[src/rtl/config_spi_loader_pkg.sv]
// Shared configuration-path definitions: frame length of the configuration store
// and the loader state encoding.
package config_spi_loader_pkg;

    // Width of the configuration shift register; one valid frame carries this many bits.
    localparam int ConfigFrameBits = 5;

    typedef enum logic {
        IDLE   = 1'b0,
        ACTIVE = 1'b1
    } state_e;

endpackage

[src/rtl/config_spi_loader_if.sv]
// Pin-side SPI signals plus the strobe/status signals toward the configuration store.
interface config_spi_loader_if;
    logic sclk;
    logic csN;
    logic mosi;
    logic miso;
    logic misoOe;
    logic serialEn;
    logic serialIn;
    logic serialOut;
    logic busy;
    logic frameDone;
    logic frameError;

    // The loader drives the strobes and status; pins and store drive the rest.
    modport master (
        input  sclk, csN, mosi, serialOut,
        output miso, misoOe, serialEn, serialIn, busy, frameDone, frameError
    );

    modport slave (
        output sclk, csN, mosi, serialOut,
        input  miso, misoOe, serialEn, serialIn, busy, frameDone, frameError
    );
endinterface

[src/rtl/config_spi_loader_sync_edge_detect.sv]
// Multi-flop synchroniser for one asynchronous pin with registered rise/fall events.
module sync_edge_detect #(
    parameter int   SyncStages = 2,
    parameter logic IdleVal    = 1'b0
) (
    input  logic clk,
    input  logic reset_n,
    input  logic d_i,
    output logic sync_o,
    output logic rise_o,
    output logic fall_o
);

    logic [SyncStages-1:0] chain_q;
    logic                  prev_q;
    logic                  rise_q;
    logic                  fall_q;

    // Events are registered so every event lands one cycle after the sync output changes.
    always_ff @(posedge clk or negedge reset_n) begin
        if (!reset_n) begin
            chain_q <= {SyncStages{IdleVal}};
            prev_q  <= IdleVal;
            rise_q  <= 1'b0;
            fall_q  <= 1'b0;
        end else begin
            chain_q <= {chain_q[SyncStages-2:0], d_i};
            prev_q  <= chain_q[SyncStages-1];
            rise_q  <= chain_q[SyncStages-1] & ~prev_q;
            fall_q  <= ~chain_q[SyncStages-1] & prev_q;
        end
    end

    assign sync_o = chain_q[SyncStages-1];
    assign rise_o = rise_q;
    assign fall_o = fall_q;

endmodule

[src/rtl/config_spi_loader.sv]
// SPI mode-0 front-end that turns pin-level shifts into single-cycle store strobes
// and reports whether each chip-select frame carried exactly one store-width of bits.
module config_spi_loader
    import config_spi_loader_pkg::*;
#(
    parameter int FrameBits  = ConfigFrameBits,
    parameter int SyncStages = 2
) (
    input  logic                 clk,
    input  logic                 reset_n,
    config_spi_loader_if.master  bus
);

    localparam int CountWidth = $clog2(FrameBits + 2);
    localparam logic [CountWidth-1:0] FrameCount = CountWidth'(FrameBits);

    logic sclkSyncUnused;
    logic rise;
    logic fall;
    logic csS;
    logic start;
    logic stop;

    logic [SyncStages-1:0] mosiSync_q;
    logic                  mosiAl_q;

    state_e                state_q,      state_d;
    logic [CountWidth-1:0] bitCount_q,   bitCount_d;
    logic                  miso_q,       miso_d;
    logic                  serialEn_q,   serialEn_d;
    logic                  serialIn_q,   serialIn_d;
    logic                  frameDone_q,  frameDone_d;
    logic                  frameError_q, frameError_d;

    sync_edge_detect #(
        .SyncStages (SyncStages),
        .IdleVal    (1'b0)
    ) u_sclk_sync (
        .clk     (clk),
        .reset_n (reset_n),
        .d_i     (bus.sclk),
        .sync_o  (sclkSyncUnused),
        .rise_o  (rise),
        .fall_o  (fall)
    );

    // A falling chip select starts a frame, a rising one ends it.
    sync_edge_detect #(
        .SyncStages (SyncStages),
        .IdleVal    (1'b1)
    ) u_cs_sync (
        .clk     (clk),
        .reset_n (reset_n),
        .d_i     (bus.csN),
        .sync_o  (csS),
        .rise_o  (stop),
        .fall_o  (start)
    );

    // mosi gets one extra flop so its value lines up with the registered sclk rise event.
    always_ff @(posedge clk or negedge reset_n) begin
        if (!reset_n) begin
            mosiSync_q <= '0;
            mosiAl_q   <= 1'b0;
        end else begin
            mosiSync_q <= {mosiSync_q[SyncStages-2:0], bus.mosi};
            mosiAl_q   <= mosiSync_q[SyncStages-1];
        end
    end

    always_ff @(posedge clk or negedge reset_n) begin
        if (!reset_n) begin
            state_q      <= IDLE;
            bitCount_q   <= '0;
            miso_q       <= 1'b0;
            serialEn_q   <= 1'b0;
            serialIn_q   <= 1'b0;
            frameDone_q  <= 1'b0;
            frameError_q <= 1'b0;
        end else begin
            state_q      <= state_d;
            bitCount_q   <= bitCount_d;
            miso_q       <= miso_d;
            serialEn_q   <= serialEn_d;
            serialIn_q   <= serialIn_d;
            frameDone_q  <= frameDone_d;
            frameError_q <= frameError_d;
        end
    end

    always_comb begin
        state_d      = state_q;
        bitCount_d   = bitCount_q;
        miso_d       = miso_q;
        serialEn_d   = 1'b0;
        serialIn_d   = serialIn_q;
        frameDone_d  = 1'b0;
        frameError_d = frameError_q;

        unique case (state_q)
            IDLE: begin
                if (start) begin
                    state_d      = ACTIVE;
                    bitCount_d   = '0;
                    frameError_d = 1'b0;
                    miso_d       = bus.serialOut;
                    // An edge arriving together with start is the frame's first bit.
                    if (rise && !csS) begin
                        serialEn_d = 1'b1;
                        serialIn_d = mosiAl_q;
                        bitCount_d = CountWidth'(1);
                    end
                end
            end
            ACTIVE: begin
                if (stop) begin
                    state_d = IDLE;
                    if (bitCount_q == FrameCount) begin
                        frameDone_d = 1'b1;
                    end else begin
                        frameError_d = 1'b1;
                    end
                end else begin
                    if (rise && !csS) begin
                        serialEn_d = 1'b1;
                        serialIn_d = mosiAl_q;
                        if (bitCount_q != '1) begin
                            bitCount_d = bitCount_q + CountWidth'(1);
                        end
                    end
                    // The store has already shifted, so this presents the next MSB.
                    if (fall) begin
                        miso_d = bus.serialOut;
                    end
                end
            end
            default: state_d = IDLE;
        endcase
    end

    assign bus.miso       = miso_q;
    assign bus.misoOe     = (state_q == ACTIVE);
    assign bus.busy       = (state_q == ACTIVE);
    assign bus.serialEn   = serialEn_q;
    assign bus.serialIn   = serialIn_q;
    assign bus.frameDone  = frameDone_q;
    assign bus.frameError = frameError_q;

endmodule
[src/flat_wrapper.sv]
// flat-port wrapper written by rule: the top's interface ports become plain ports
module config_spi_loader_flat import config_spi_loader_pkg::*;
#(
    parameter int FrameBits  = ConfigFrameBits,
    parameter int SyncStages = 2
)
  (clk, reset_n, bus_sclk, bus_csN, bus_mosi, bus_serialOut, bus_miso, bus_misoOe, bus_serialEn, bus_serialIn, bus_busy, bus_frameDone, bus_frameError);
  config_spi_loader_if bus_i ();
  input  logic clk;
  input  logic reset_n;
  input wire logic [$bits(bus_i.sclk)-1:0] bus_sclk;
  input wire logic [$bits(bus_i.csN)-1:0] bus_csN;
  input wire logic [$bits(bus_i.mosi)-1:0] bus_mosi;
  input wire logic [$bits(bus_i.serialOut)-1:0] bus_serialOut;
  output wire logic [$bits(bus_i.miso)-1:0] bus_miso;
  output wire logic [$bits(bus_i.misoOe)-1:0] bus_misoOe;
  output wire logic [$bits(bus_i.serialEn)-1:0] bus_serialEn;
  output wire logic [$bits(bus_i.serialIn)-1:0] bus_serialIn;
  output wire logic [$bits(bus_i.busy)-1:0] bus_busy;
  output wire logic [$bits(bus_i.frameDone)-1:0] bus_frameDone;
  output wire logic [$bits(bus_i.frameError)-1:0] bus_frameError;
  assign bus_i.sclk = bus_sclk;
  assign bus_i.csN = bus_csN;
  assign bus_i.mosi = bus_mosi;
  assign bus_i.serialOut = bus_serialOut;
  assign bus_miso = bus_i.miso;
  assign bus_misoOe = bus_i.misoOe;
  assign bus_serialEn = bus_i.serialEn;
  assign bus_serialIn = bus_i.serialIn;
  assign bus_busy = bus_i.busy;
  assign bus_frameDone = bus_i.frameDone;
  assign bus_frameError = bus_i.frameError;
  config_spi_loader #(.FrameBits(FrameBits), .SyncStages(SyncStages)) u_core (.clk(clk), .reset_n(reset_n), .bus(bus_i));
endmodule
[config.mk]
export PLATFORM = sky130hd
export DESIGN_NAME = config_spi_loader_flat
export DESIGN_NICKNAME = d
export VERILOG_FILES = /design/src/rtl/config_spi_loader_pkg.sv /design/src/rtl/config_spi_loader_if.sv /design/src/rtl/config_spi_loader_sync_edge_detect.sv /design/src/rtl/config_spi_loader.sv /design/src/flat_wrapper.sv
export SDC_FILE = /design/constraint.sdc
export NUM_CORES = 1
export LEC_CHECK = 0
export CAP_MARGIN = 0
export CORE_UTILIZATION = 56
export CTS_BUF_LIST = sky130_fd_sc_hd__clkbuf_8
export DETAILED_ROUTE_END_ITERATION = 12
export PLACE_DENSITY = 0.83
export RECOVER_POWER = 25
export SKIP_LAST_GASP = 1
export SLEW_MARGIN = 5
export SYNTH_ARGS = -nofsm -noshare
export SYNTH_HDL_FRONTEND = slang
export SYNTH_SLANG_ARGS = --single-unit
[constraint.sdc]
create_clock -name clk -period 3.2 [get_ports clk]
set_input_delay 0.64 -clock clk [delete_from_list [all_inputs] [get_ports clk]]
set_output_delay 0.64 -clock clk [all_outputs]
set_load 0.005 [all_outputs]
==> out/metrics.csv <==
metric,value,unit
status,"complete, no violations",
"most common cell after layout, fill and taps aside",dfrtp_1,
cts repair resizes,0,
PortBufs,12,
die area,1630,um^2
clock tree buffer depth,2,
"Net Count, Synth",69,
Layout area overhead,22.1,%
worst skew pair latency,0.26,ns
Least-Margin Pin Slew,0.923,ns
Crit Path Max Fanout,14,
initial antenna violation count,0,
Yosys reg bits,22,
Crit. End Element,primary output,
crit-path cells,clkdlybuf4s50_1,
Tcrit/Tclk final,63.8,%
share of cells above drive strength 1,12.2,%
Root Driver,clkbuf_8,
drt drc,0,
total congestion overflow,0,
initial DRC count,8,
"Seq/Total Area, Yosys",67.4,%
Internal,478,uW
TritonCTS Buffers,3,
DR pass1 iterations,4,
Detailed Place HPWL,828,um
Psw,147,uW
cts hold-fix bufs,0,
Clock power frac,31.2,%
crit path buf inv count,1,
crit path time final,2.04,ns
Area contributors post-synth,"dfrtp_1 58%, dfstp_2 9.6%, ha_1 4.6%, nor2b_1 4.6%, nor4b_4 2.9%",
Worst Path Required,2.56,ns
Setup WS pre-CTS,1.39,ns
GRT Total Usage,18.5,%
I/O pins,13,
GR Util met1,21.4,%
final non-filler cell total,89,
cell row count,13,
post-DR wirelength/cell,13.7,um
Yosys top cell area share,57.8,%
routed vias,492,
Final Hold Fails,0,
Synth Cell Area,822,um^2
post-route setup TNS,0,ns
max_cap viols,0,
power share of the sequential group,53.8,%
Comb power frac,15.0,%
Initial Utilization,61.6,%
Crit Path Category,reg -> out,
yosys warns,0,
total setup buffers inserted after CTS,0,
switching share of power,23.5,%
RSZ-0062 raised after global routing,false,
RePlAce Congestion,0.706,
VDD IR max,418,uV
Clock Sinks,22,
Antenna Nets Post-Route,0,
Layout Nets,84,
via/cell ratio,5.53,
M2 GR Usage,28.6,%
Syn Inst Count,60,
Peak Freq,489,MHz
crit path max-delay cell type,dfrtp_1,
worst path arrival time,1.40,ns
vias in the first global route,425,
Global Route met3 Usage,5.00,%
critical path launch point type,register,
slew margin rel.,38.3,%
setup violators final,0,
Die Ht,40.3,um
clock skew,0.00329,ns
clk slew on worst S/H paths,0.08,ns
Core ar.,1330,um^2
Die X,40.3,um
PnR worst setup slack,1.16,ns
first-pass GRT wire length,1760,um
most frequent cells in the layout,"19 x dfrtp_1, 10 x clkdlybuf4s50_1, 6 x nor2b_1",
largest delay contributor family on the critical path,flip-flops,
power per cell area,623,nW/um^2
Yosys cell types,23,
largest net degree at the start of global routing,23,
cell taking the most area after synthesis,dfrtp_1,
Post-Route WL,1220,um
Mean Syn Cell Area,13.7,um^2
Cells after DPL,85,
Antenna diodes,0,
static leakage,0.000441,uW
H-tree levels,1,
worst hold path class,reg -> reg,
Max Slew Vio Count,0,
CP peak stage delay,0.57,ns
GRT busiest layer,met2,
CTS tree,yes,
==> state kept, by name, indices dropped and copies added, names as in the netlist, 2 cells and up <==
name                        flops
u_core.bitCount_q               3
u_core.u_sclk_sync.chain_q      2
u_core.mosiSync_q               2
u_core.u_cs_sync.chain_q        2
==> final timing paths <==
kind	from	slack [ns]	end	depth (start not counted)
max	u_core.bus.busy$_DFF_PN0_	1.16	bus_busy	1
min	u_core.u_cs_sync.chain_q[0]$_DFF_PN1_	0.36	u_core.u_cs_sync.chain_q[1]$_DFF_PN1_	0
max reg2reg	u_core.bitCount_q[0]$_DFFE_PN0P_	1.48	u_core.bitCount_q[1]$_DFFE_PN0P_	5
min reg2reg	u_core.u_cs_sync.chain_q[0]$_DFF_PN1_	0.36	u_core.u_cs_sync.chain_q[1]$_DFF_PN1_	0
max in group asynchronous	reset_n	1.74	u_core.u_sclk_sync.chain_q[0]$_DFF_PN0_	1
min in group asynchronous	reset_n	0.89	u_core.bus.frameError$_DFFE_PN0P_	1
==> per-stage QoR <==
step           utilization, %  cell area, um^2  total power [uW]  hold slack, ns
4_1_cts                  75.2             1000               631           0.360
2_1_floorplan               -              822               384           0.331
6_report                 75.2             1000               625           0.364
3_3_place_gp             71.1              948               432           0.334
5_1_grt                  75.2             1000               656           0.367
3_5_place_dp             71.1              948               437           0.339
==> final cells by class <==
class                           instances  area [um^2]
Clock buffer                            4         55.1
Fill cell                              93          330
Inverter                                2         7.51
Multi-Input combinational cell         34          248
Sequential cell                        22          554
Tap cell                               15         18.8
Timing Repair Buffer                   12          120
==> layer usage <==
layer / routed length, um / vias up / share of wire (%)
met1: 555 / 246 / 45
li1: - / 230 / -
met4: 34 / 0 / 2.8
met3: 46 / 4 / 3.8
met5: 0 / - / 0
met2: 583 / 12 / 48
==> cells by family after synthesis <==
group,count (synthesis),synth area share (%)
and+or+nand+nor,19,14.5
DFF,22,67.4
buffers and inverters,4,2.44
adders and majority gates,3,4.57
AOI/OAI and AO/OA,9,7.15
muxes,3,3.96
==> power by group through the flow <==
stage	clock [uW]	sequential (uW)	combinational, uW
2_1_floorplan	0	333	50.8
3_3_place_gp	0	340	92.8
3_5_place_dp	0	342	95.7
4_1_cts	199	336	96.0
5_1_grt	212	340	105
6_report	195	336	94.0
==> cell usage after synthesis, drive strengths merged <==
master	count
a211oi	1
a21oi	3
a22o	1
a311oi	1
and3b	1
buf	2
dfrtp	19
dfstp	3
ha	3
inv	2
mux2	2
mux2i	1
nand2	4
nand2b	1
nand3	1
nand3b	1
nor2	4
nor2b	6
nor4b	1
o211ai	1
o21ai	1
o22ai	1
No activity file was read; power rests on OpenSTA's default activity.
